`src/rtl/perif_es_pkg.sv`:
```
// perif_es shared definitions: address map and CTRL bit layout.
package perif_es_pkg;

  localparam logic [15:0] ADDR_IN0    = 16'h0000;
  localparam logic [15:0] ADDR_OUT0   = 16'h0004;
  localparam logic [15:0] ADDR_RELOAD = 16'h0008;
  localparam logic [15:0] ADDR_COUNT  = 16'h0009;
  localparam logic [15:0] ADDR_CTRL   = 16'h000A;

  localparam int CTRL_EN   = 0;
  localparam int CTRL_AR   = 1;
  localparam int CTRL_IE   = 2;
  localparam int CTRL_FLAG = 15;

  typedef enum logic [2:0] {
    SEL_NONE,
    SEL_IN,
    SEL_OUT,
    SEL_RELOAD,
    SEL_COUNT,
    SEL_CTRL
  } sel_e;

  function automatic sel_e decode(input logic [15:0] a);
    sel_e s;
    s = SEL_NONE;
    unique case (1'b1)
      (a[15:2] == ADDR_IN0[15:2]):  s = SEL_IN;
      (a[15:2] == ADDR_OUT0[15:2]): s = SEL_OUT;
      (a == ADDR_RELOAD):           s = SEL_RELOAD;
      (a == ADDR_COUNT):            s = SEL_COUNT;
      (a == ADDR_CTRL):             s = SEL_CTRL;
      default:                      s = SEL_NONE;
    endcase
    return s;
  endfunction

endpackage

```
`src/rtl/perif_es_temporizador.sv`:
```
// Prescaled down-counter timer with reload, one-shot/auto-reload
// modes, sticky write-1-to-clear FLAG and registered interrupt.
module temporizador
  import perif_es_pkg::*;
#(
  parameter int PRESC = 4
) (
  input  logic        clk,
  input  logic        rst_n,
  input  logic        wr_reload_i,
  input  logic        wr_ctrl_i,
  input  logic [15:0] wdata_i,
  output logic [15:0] reload_o,
  output logic [15:0] count_o,
  output logic [15:0] ctrl_o,
  output logic        irq_o
);

  localparam logic [15:0] PMAX = 16'(PRESC - 1);

  logic [15:0] presc_q, presc_d;
  logic [15:0] count_q, count_d;
  logic [15:0] reload_q, reload_d;
  logic        en_q, en_d;
  logic        ar_q, ar_d;
  logic        ie_q, ie_d;
  logic        flag_q, flag_d;
  logic        irq_q;
  logic        tick;
  logic        expire;
  logic        en_rise;

  // A RELOAD write takes over the whole counting path this cycle.
  assign tick    = en_q && (presc_q == PMAX) && !wr_reload_i;
  assign expire  = tick && (count_q == 16'd0);
  assign en_rise = wr_ctrl_i && wdata_i[CTRL_EN] && !en_q;

  always_comb begin
    presc_d  = presc_q;
    count_d  = count_q;
    reload_d = reload_q;
    en_d     = en_q;
    ar_d     = ar_q;
    ie_d     = ie_q;
    flag_d   = flag_q;

    if (en_q) begin
      presc_d = (presc_q == PMAX) ? 16'd0 : presc_q + 16'd1;
    end

    if (tick) begin
      if (count_q != 16'd0) begin
        count_d = count_q - 16'd1;
      end else if (ar_q) begin
        count_d = reload_q;
      end
    end

    if (expire) begin
      flag_d = 1'b1;
      if (!ar_q) begin
        en_d = 1'b0;
      end
    end else if (wr_ctrl_i && wdata_i[CTRL_FLAG]) begin
      flag_d = 1'b0;
    end

    if (wr_ctrl_i) begin
      en_d = wdata_i[CTRL_EN];
      ar_d = wdata_i[CTRL_AR];
      ie_d = wdata_i[CTRL_IE];
      if (!wdata_i[CTRL_EN] && expire) begin
        count_d = count_q;
      end
      if (en_rise) begin
        presc_d = 16'd0;
      end
    end

    if (wr_reload_i) begin
      reload_d = wdata_i;
      count_d  = wdata_i;
      presc_d  = 16'd0;
    end
  end

  always_ff @(posedge clk) begin
    if (!rst_n) begin
      presc_q  <= 16'd0;
      count_q  <= 16'd0;
      reload_q <= 16'd0;
      en_q     <= 1'b0;
      ar_q     <= 1'b0;
      ie_q     <= 1'b0;
      flag_q   <= 1'b0;
      irq_q    <= 1'b0;
    end else begin
      presc_q  <= presc_d;
      count_q  <= count_d;
      reload_q <= reload_d;
      en_q     <= en_d;
      ar_q     <= ar_d;
      ie_q     <= ie_d;
      flag_q   <= flag_d;
      irq_q    <= flag_q && ie_q;
    end
  end

  always_comb begin
    ctrl_o            = 16'd0;
    ctrl_o[CTRL_EN]   = en_q;
    ctrl_o[CTRL_AR]   = ar_q;
    ctrl_o[CTRL_IE]   = ie_q;
    ctrl_o[CTRL_FLAG] = flag_q;
  end

  assign reload_o = reload_q;
  assign count_o  = count_q;
  assign irq_o    = irq_q;

endmodule

```
`src/rtl/perif_es.sv`:
```
// Memory-mapped I/O block: four synchronized input ports, four
// output ports and a prescaled timer on a 16-bit data bus.
module perif_es
  import perif_es_pkg::*;
#(
  parameter int PRESC = 4
) (
  input  logic        clk,
  input  logic        reset,
  input  logic [15:0] direcciones,
  input  logic [15:0] wdata,
  input  logic        we,
  output logic [15:0] datos,
  input  logic [63:0] ent,
  output logic [63:0] sal,
  output logic        irq
);

  logic [63:0] s1_q, s2_q;
  logic [63:0] sal_q, sal_d;
  logic [15:0] reload_w, count_w, ctrl_w;
  logic [1:0]  idx;
  sel_e        sel;

  assign sel = decode(direcciones);
  assign idx = direcciones[1:0];

  always_comb begin
    sal_d = sal_q;
    if (we && (sel == SEL_OUT)) begin
      sal_d[idx*16 +: 16] = wdata;
    end
  end

  always_ff @(posedge clk) begin
    if (!reset) begin
      s1_q  <= 64'd0;
      s2_q  <= 64'd0;
      sal_q <= 64'd0;
    end else begin
      s1_q  <= ent;
      s2_q  <= s1_q;
      sal_q <= sal_d;
    end
  end

  temporizador #(
    .PRESC(PRESC)
  ) u_tmr (
    .clk        (clk),
    .rst_n      (reset),
    .wr_reload_i(we && (sel == SEL_RELOAD)),
    .wr_ctrl_i  (we && (sel == SEL_CTRL)),
    .wdata_i    (wdata),
    .reload_o   (reload_w),
    .count_o    (count_w),
    .ctrl_o     (ctrl_w),
    .irq_o      (irq)
  );

  always_comb begin
    datos = 16'd0;
    unique case (sel)
      SEL_IN:     datos = s2_q[idx*16 +: 16];
      SEL_OUT:    datos = sal_q[idx*16 +: 16];
      SEL_RELOAD: datos = reload_w;
      SEL_COUNT:  datos = count_w;
      SEL_CTRL:   datos = ctrl_w;
      default:    datos = 16'd0;
    endcase
  end

  assign sal = sal_q;

endmodule

```
`config.mk`:
```
export PLATFORM = sky130hd
export DESIGN_NAME = perif_es
export DESIGN_NICKNAME = d
export VERILOG_FILES = /design/src/rtl/perif_es_pkg.sv /design/src/rtl/perif_es_temporizador.sv /design/src/rtl/perif_es.sv
export SDC_FILE = /design/constraint.sdc
export NUM_CORES = 1
export LEC_CHECK = 0
export CORE_MARGIN = 2
export CORE_UTILIZATION = 30
export CTS_CLUSTER_DIAMETER = 30
export DETAILED_ROUTE_END_ITERATION = 8
export PLACE_DENSITY = 0.6
export RECOVER_POWER = 50
export SETUP_SLACK_MARGIN = 0.5
export SLEW_MARGIN = 10
export SYNTH_ARGS = -nofsm -noshare
export SYNTH_HDL_FRONTEND = slang
export SYNTH_SLANG_ARGS = --single-unit
```
`constraint.sdc`:
```
create_clock -name clk -period 5.9 [get_ports clk]
set_input_delay 0.885 -clock clk [delete_from_list [all_inputs] [get_ports clk]]
set_output_delay 0.885 -clock clk [all_outputs]
set_load 0.02 [all_outputs]
```
==> qor_table.md, run 1 <==
| Quantity | Reported |
|---|---|
| DR iter-0 viols | 695 |
| Largest buffer count on any clock path | 3 |
| Number of nets in the synthesized netlist | 1213 |
| Final net count | 1386 |
| Setup repair after global routing missed its margin | false |
| Layout area overhead | 39.8% |
| Sequential fraction of the synthesis area | 48.0% |
| Clock latency of the later-clocked register in the worst-skew pair | 0.57 ns |
| Global router's overall resource usage | 18.7% |
| MaxCap Viol Count | 2 |
| Antenna violations before repair | 0 |
| Largest net degree at the start of global routing | 156 |
| Primary flip-flop cell chosen by synthesis mapping | sky130_fd_sc_hd__dfxtp_1 |
| Starting density of the core | 30.5% |
| Vias in the first global route | 8727 |
| I/O pin cnt | 180 |
| Status | finished with violations |
| Global-route wire length before repair | 51900 µm |
| RR Startpoint | u_tmr.count_o[0]$_SDFFE_PN0P_ |
| Share of post-route cells with drive strength above 1 | 11.5% |
| CP Launch Type | input port |
| Post-Route Setup TNS | 0 ns |
| Clock buffer count from CTS | 56 |
| Synth warn | 0 |
| Cell area after layout | 14300 µm² |
| Cell area power density | 360 nW/µm² |
| Commonest cells after routing, fill and taps aside | 245 x sky130_fd_sc_hd__dfxtp_1, 144 x sky130_fd_sc_hd__clkdlybuf4s50_1, 137 x sky130_fd_sc_hd__nand2_1, 89 x sky130_fd_sc_hd__nand3_1, 84 x sky130_fd_sc_hd__and2_1 |
| Clock power frac | 62.2% |
| Via count | 8716 |
| Flip-flop and latch count after synthesis | 245 |
| Netlist cell types | 68 |
| Critical Path End Type | output pin |
| Cell Area, Placed | 12300 µm² |
| Rel. slew slack | -88.9% |
| Congestion Overflow GR | 0 |
| Post-Syn Area per Cell | 9.25 µm² |
| Arrival time of the worst setup path | 4.03 ns |
| Via-to-Cell Ratio | 4.91 |
| Number of instances in the synthesized netlist | 1106 |
| Type of the most critical hold path | flop to flop |
| Required arrival time at the worst endpoint | 5.02 ns |
| Final setup fails | 0 |
| Sum of internal, switching and leakage power | 0.00515 W |
| Drt first pass iters | 5 |
| Antenna-violating nets left | 0 |
| CTS sink count | 245 |
| Die height | 189 µm |
| Placement-stage worst setup slack | 1.04 ns |
| Failing checks | max-capacitance violations, max-slew violations |
| Average detailed-routed wire length per instance | 18.9 µm |
| Min-Delay Startpoint | s1_q[36]$_SDFF_PN0_ |
| Critical Path Start | direcciones[6] |
| Final hold vios | 0 |
| Area of the die | 35600 µm² |
| Cell chosen for the clock root | sky130_fd_sc_hd__clkbuf_16 |
| Netlist Area Pre-Place | 10200 µm² |
| H-tree levels | 2 |
| Static leakage power | 5.36 nW |
| Number of synthesized flops with an enable pin | 0 |
| Width of the die | 189 µm |
| Most frequent standard cell in the layout excluding fill and tap cells | sky130_fd_sc_hd__dfxtp_1 |
| Count of cells resized by post-cts repair | 0 |
| Port bufs | 179 |
| Residual DRC | 0 |
| Core outline area | 33500 µm² |
| Post-route worst setup slack | 0.986 ns |
| Half-perimeter wire length after placement | 23800 µm |
| Logic gate share of total power | 4.5% |
| Maximum clock skew at final layout | 0.0258 ns |
| Synth async-reset ratio | 0% |
| Std cell rows | 67 |
| Final routed wirelength across all metal layers | 33500 µm |
| Register share of total power | 33.3% |
| Critical path class | input port to output pin |
| Measured slew at the worst slew-check pin | 2.83 ns |
| Pins over their slew limit | 234 |
| Number of inserted filler cells in the final layout | 3290 |
| Worst-path clk slew | 0.05 ns |
| Clock tree from TritonCTS | yes |
| Maximum net fanout on the critical path | 17 |
| Net switching power of the design | 0.00114 W |
| Highest clock frequency the design can meet | 204 MHz |
| Period minus WS final | 4.91 ns |
| Peak VDD IR | 225 µV |
| Internal power contribution | 0.00401 W |
| Count of hold-fix buffers inserted at cts | 0 |
| Postcts setup bufs | 0 |
| RD Place Congestion | 0.900 |
| Sw Ratio | 22.2% |
| Period utilisation layout | 83.3% |
-- synth_stat cells (7+ instances only) --
cell type	number	area [µm²]
sky130_fd_sc_hd__dfxtp_1	245	4900
sky130_fd_sc_hd__nand3_1	89	445
sky130_fd_sc_hd__a211o_1	7	61.3
sky130_fd_sc_hd__nor2_1	63	236
sky130_fd_sc_hd__a21boi_0	65	488
sky130_fd_sc_hd__inv_1	7	26.3
sky130_fd_sc_hd__nor2b_1	10	62.6
sky130_fd_sc_hd__buf_2	18	90.1
sky130_fd_sc_hd__xnor2_1	8	70.1
sky130_fd_sc_hd__a22oi_1	12	90.1
sky130_fd_sc_hd__and2_1	134	838
sky130_fd_sc_hd__ha_1	8	100
sky130_fd_sc_hd__a21boi_1	17	128
sky130_fd_sc_hd__and3_1	13	81.3
sky130_fd_sc_hd__a211oi_1	8	60.1
sky130_fd_sc_hd__mux2i_1	21	210
sky130_fd_sc_hd__nand2_1	137	514
sky130_fd_sc_hd__xor2_1	8	70.1
sky130_fd_sc_hd__a21oi_1	33	165
sky130_fd_sc_hd__o21ai_0	30	150
sky130_fd_sc_hd__nor3_1	10	50.1
sky130_fd_sc_hd__clkbuf_1	47	176
sky130_fd_sc_hd__mux4_2	16	360
-- state kept, by name (all words and copies together) (netlist names) --
signal          flops
s2_q               64
u_tmr.flag_q        1
u_tmr.reload_o     16
u_tmr.count_o      16
u_tmr.en_q          1
u_tmr.presc_q      16
u_tmr.irq_o         1
u_tmr.ar_q          1
sal                64
s1_q               64
u_tmr.ie_q          1
-- power by group through the flow --
stage / logic, W / clock network [W] / registers (W)
after floorplan: 0.000114 / 0 / 0.00174
after global placement: 0.000230 / 0 / 0.00175
after detailed placement: 0.000232 / 0 / 0.00175
after CTS: 0.000233 / 0.00324 / 0.00171
after global routing: 0.000253 / 0.00334 / 0.00172
final: 0.000233 / 0.00320 / 0.00172
-- worst max-delay path, stage by stage --
cell and delay, ns:
sky130_fd_sc_hd__clkdlybuf4s50_1 0.42, sky130_fd_sc_hd__nor4_2 0.31, sky130_fd_sc_hd__and4b_1 0.46, sky130_fd_sc_hd__nand2_2 0.39
sky130_fd_sc_hd__buf_4 0.35, sky130_fd_sc_hd__mux4_2 0.31, sky130_fd_sc_hd__nand2_1 0.10, sky130_fd_sc_hd__o211ai_1 0.18
sky130_fd_sc_hd__clkdlybuf4s50_1 0.60
-- final timing paths --
| path | end | slack, ns | depth (start not counted) |
|---|---|---|---|
| setup / recovery | datos[5] | 0.99 | 9 |
| hold / removal | s2_q[36]$_SDFF_PN0_ | 0.42 | 1 |
| setup reg to reg | u_tmr.count_o[13]$_SDFFE_PN0P_ | 3.17 | 8 |
| hold reg to reg | s2_q[36]$_SDFF_PN0_ | 0.42 | 1 |
-- final cells by class --
type                            count  area [µm²]  share of cell area (%)
Multi-Input combinational cell    778        4940                    34.6
Clock inverter                     35         469                    3.28
Clock buffer                       69        1520                    10.6
Tap cell                          448         561                    3.92
Sequential cell                   245        4900                    34.3
Antenna cell                        1        2.50                  0.0175
Inverter                            7        26.3                   0.184
Timing Repair Buffer              191        1870                    13.1
-- metal layers --
metal | share of wire [%] | vias up | GRT usage [%]
met1 | 43 | 4149 | 23.4
li1 | - | 4199 | -
met2 | 47 | 298 | 31.1
met5 | 0 | - | 0
met3 | 8.1 | 70 | 5.40
met4 | 2.4 | 0 | 5.62
-- stage by stage --
stage / hold slack [ns] / util [%] / instances
after floorplan: 0.412 / - / 1106
after global placement: 0.417 / 36.8 / 1669
after detailed placement: 0.417 / 36.8 / 1669
after CTS: 0.421 / 42.7 / 1773
after global routing: 0.438 / 42.6 / 1773
final: 0.415 / 42.6 / 1774
-- cell families (layout without fill, tap and decap cells) --
logic type | after synthesis | after routing | synth area share (%)
multiplexers | 42 | 42 | 6.13
other | 0 | 1 | 0
AO/OA/AOI/OAI | 216 | 216 | 14.9
XOR/XNOR | 16 | 16 | 1.37
AND/OR/NAND/NOR | 496 | 496 | 24.9
flip-flops | 245 | 245 | 48.0
adder cells (fa/ha/maj) | 8 | 8 | 0.979
buffers and inverters | 83 | 302 | 3.77
Power figures use the tool's default switching activity.
==> inputs of run 2 (changes only) <==
- clock period: 5.9 -> 4.7 ns (I/O delays scaled with it)
==> run 2 against run 1 <==
Compared with the run above:
- the run still ends with max-capacitance violations, max-slew violations left
- worst hold slack gained 0.014 ns
- via count grew 0.33%
- power grew 31%
- routed wire length shrank 0.53%
- first-iteration DRC count shrank 5.2%
- cell area grew 1.6%
- core utilization grew 0.68 points
- setup slack lost 0.41 ns
- non-clock buffer count grew 8
- clock-buffer cell count shrank 8
- combinational power grew 27%
- critical endpoint is now datos[2]
==> qor_table.md, run 2 (synthesized netlist as in run 1, its figures left out) <==
| Quantity | Reported | Change |
|---|---|---|
| Vias in the first global route | 8676 | -0.58% |
| Area occupied by registers | 4900 µm² | unchanged |
| Port bufs | 179 | unchanged |
| Share of post-route cells with drive strength above 1 | 12.4% | +0.81 points |
| Number of inserted filler cells in the final layout | 3263 | -0.82% |
| Slowest stage delay, CP | 0.55 ns | -0.05 ns |
| Post-Route Setup TNS | 0 ns | unchanged |
| Highest clock frequency the design can meet | 242 MHz |  |
| Sw Ratio | 21.1% | -1.1 points |
| Total area of multi-input combinational cells | 4980 µm² | +0.68% |
| Net switching power of the design | 0.00142 W | +24% |
| Share of the core filled with cells in the final layout | 43.3% | +0.68 points |
| Antenna-violating nets left | 0 | unchanged |
| Setup repair after global routing missed its margin | false |  |
| CTS sink count | 245 | unchanged |
| Starting density of the core | 30.5% | unchanged |
| MaxCap Viol Count | 3 | +1 |
| Final non-filler cell total | 1775 | +0.056% |
| Average detailed-routed wire length per instance | 18.8 µm | -0.58% |
| Area of the die | 35600 µm² | unchanged |
| Width of the die | 189 µm | unchanged |
| Via count | 8745 | +0.33% |
| Half-perimeter wire length after placement | 24000 µm | +0.65% |
| Required arrival time at the worst endpoint | 3.99 ns | -1.03 ns |
| Final hold vios | 0 | unchanged |
| DR iter-0 viols | 659 | -5.2% |
| Core outline area | 33500 µm² | unchanged |
| Antenna violations before repair | 0 | unchanged |
| Residual DRC | 0 | unchanged |
| Clock latency of the later-clocked register in the worst-skew pair | 0.57 ns | about the same |
| Global-route wire length before repair | 50800 µm | -2.0% |
| Cell repeated most along the worst path | sky130_fd_sc_hd__clkdlybuf4s50_1 |  |
| Peak VDD IR | 284 µV | +26% |
| Maximum net fanout on the critical path | 11 | -6 |
| Worst-path clk slew | 0.05 ns | about the same |
| Pins over their slew limit | 236 | +0.85% |
| Largest net degree at the start of global routing | 110 | -29% |
| Number of antenna repair diodes | 0 | -1 |
| Std cell rows | 67 | unchanged |
| Worst-case hold slack | 0.429 ns | +0.0135 ns |
| Period utilisation layout | 87.8% |  |
| Critical Path End Type | output pin |  |
| Post-route worst setup slack | 0.575 ns | -0.412 ns |
| Worst path bufs/invs | 3 | unchanged |
| RD Place Congestion | 0.901 | +0.12% |
| Drt first pass iters | 5 | unchanged |
| I/O pin cnt | 180 | unchanged |
| Commonest cells after routing, fill and taps aside | 245 x sky130_fd_sc_hd__dfxtp_1, 136 x sky130_fd_sc_hd__nand2_1, 130 x sky130_fd_sc_hd__clkdlybuf4s50_1, 90 x sky130_fd_sc_hd__and2_1, 88 x sky130_fd_sc_hd__nand3_1 |  |
| H-tree levels | 2 | unchanged |
| Count of hold-fix buffers inserted at cts | 0 | unchanged |
| Logic gate share of total power | 4.4% | about the same |
| Cell area power density | 463 nW/µm² | +29% |
| Global router's overall resource usage | 18.5% | -0.16 points |
| Arrival time of the worst setup path | 3.42 ns | -0.61 ns |
| Status | finished with violations |  |
| Maximum clock skew at final layout | 0.0274 ns | +0.00165 ns |
| Layout area overhead | 42.0% |  |
| Most frequent standard cell in the layout excluding fill and tap cells | sky130_fd_sc_hd__dfxtp_1 |  |
| Final routed wirelength across all metal layers | 33300 µm | -0.53% |
| Placement-stage worst setup slack | 0.0245 ns | -1.02 ns |
| Period minus WS final | 4.13 ns |  |
| Via-to-Cell Ratio | 4.93 | +0.28% |
| CP Launch Type | input port |  |
| Measured slew at the worst slew-check pin | 2.58 ns | -0.257 ns |
| Dominant delay contributor by cell family on the critical path | buffers and inverters |  |
| Register share of total power | 32.0% | -1.3 points |
| Static leakage power | 5.64 nW | +5.2% |
| Failing checks | max-capacitance violations, max-slew violations |  |
| Final setup fails | 0 | unchanged |
| Type of the most critical hold path | flop to flop |  |
| Largest buffer count on any clock path | 3 | unchanged |
| Die height | 189 µm | unchanged |
| Cell chosen for the clock root | sky130_fd_sc_hd__clkbuf_16 |  |
| Clock tree from TritonCTS | yes |  |
| Crit-path slowest cell | sky130_fd_sc_hd__clkdlybuf4s50_1 |  |
| Rel. slew slack | -71.7% | +17 points |
| Internal power contribution | 0.00531 W | +33% |
| Clock buffer count from CTS | 52 | -7.1% |
| Worst-path cell chain | clkdlybuf4s50_1, nor4_2, nand3_2, buf_4, or3b_4, mux2i_1, nor2_1, a221o_1, clkdlybuf4s50_1 |  |
| Clock power frac | 63.6% | +1.4 points |
| Congestion Overflow GR | 0 | unchanged |
| Final net count | 1390 | +0.29% |
| Number of placed instances, taps included | 1674 | +0.30% |
| Critical path class | input port to output pin |  |
run 2: per-layer routing:
metal | up-vias | routed length [µm] | GRT usage [%]
li1 | 4202 | - | -
met1 | 4160 | 14100 | 23.1
met2 | 316 | 15400 | 30.0
met3 | 67 | 2570 | 4.92
met4 | 0 | 1260 | 8.26
met5 | - | 0 | 0
run 2: final cells by class:
| class | count | area share, % |
|---|---|---|
| tap | 448 | 3.86 |
| multi-input combinational | 778 | 34.3 |
| inverter | 7 | 0.181 |
| clock inverter | 37 | 4.73 |
| sequential | 245 | 33.8 |
| timing repair buffer | 199 | 13.6 |
| clock buffer | 61 | 9.60 |
run 2: worst paths after layout:
| path | start | endpoint | slack (ns) | depth (start not counted) |
|---|---|---|---|---|
| setup / recovery | direcciones[5] | datos[2] | 0.57 | 9 |
| hold / removal | s1_q[23]$_SDFF_PN0_ | s2_q[23]$_SDFF_PN0_ | 0.43 | 1 |
| setup reg to reg | u_tmr.count_o[0]$_SDFFE_PN0P_ | u_tmr.count_o[8]$_SDFFE_PN0P_ | 1.95 | 8 |
| hold reg to reg | s1_q[23]$_SDFF_PN0_ | s2_q[23]$_SDFF_PN0_ | 0.43 | 1 |
run 2: power groups by stage:
| stage | Clock (W) | Sequential, W | Combinational [W] |
|---|---|---|---|
| global placement | 0 | 0.00219 | 0.000292 |
| floorplan | 0 | 0.00218 | 0.000144 |
| CTS | 0.00435 | 0.00215 | 0.000294 |
| global route | 0.00446 | 0.00215 | 0.000319 |
| detailed placement | 0 | 0.00219 | 0.000292 |
| finish | 0.00428 | 0.00215 | 0.000295 |
run 2: stage by stage:
stage                     area, µm²  total power, W
after floorplan               10200         0.00232
after global placement        12400         0.00248
after detailed placement      12400         0.00248
after CTS                     14500         0.00679
after global routing          14500         0.00693
final                         14500         0.00673
run 2: timing repair:
action | in CTS | in global routing
setup endpoints to repair | 16 | 12
hold endpoints to repair | 0 | 0
setup buffers | 1 | 2
pin swaps | 1 | 2
gates resized for setup | 13 | 12
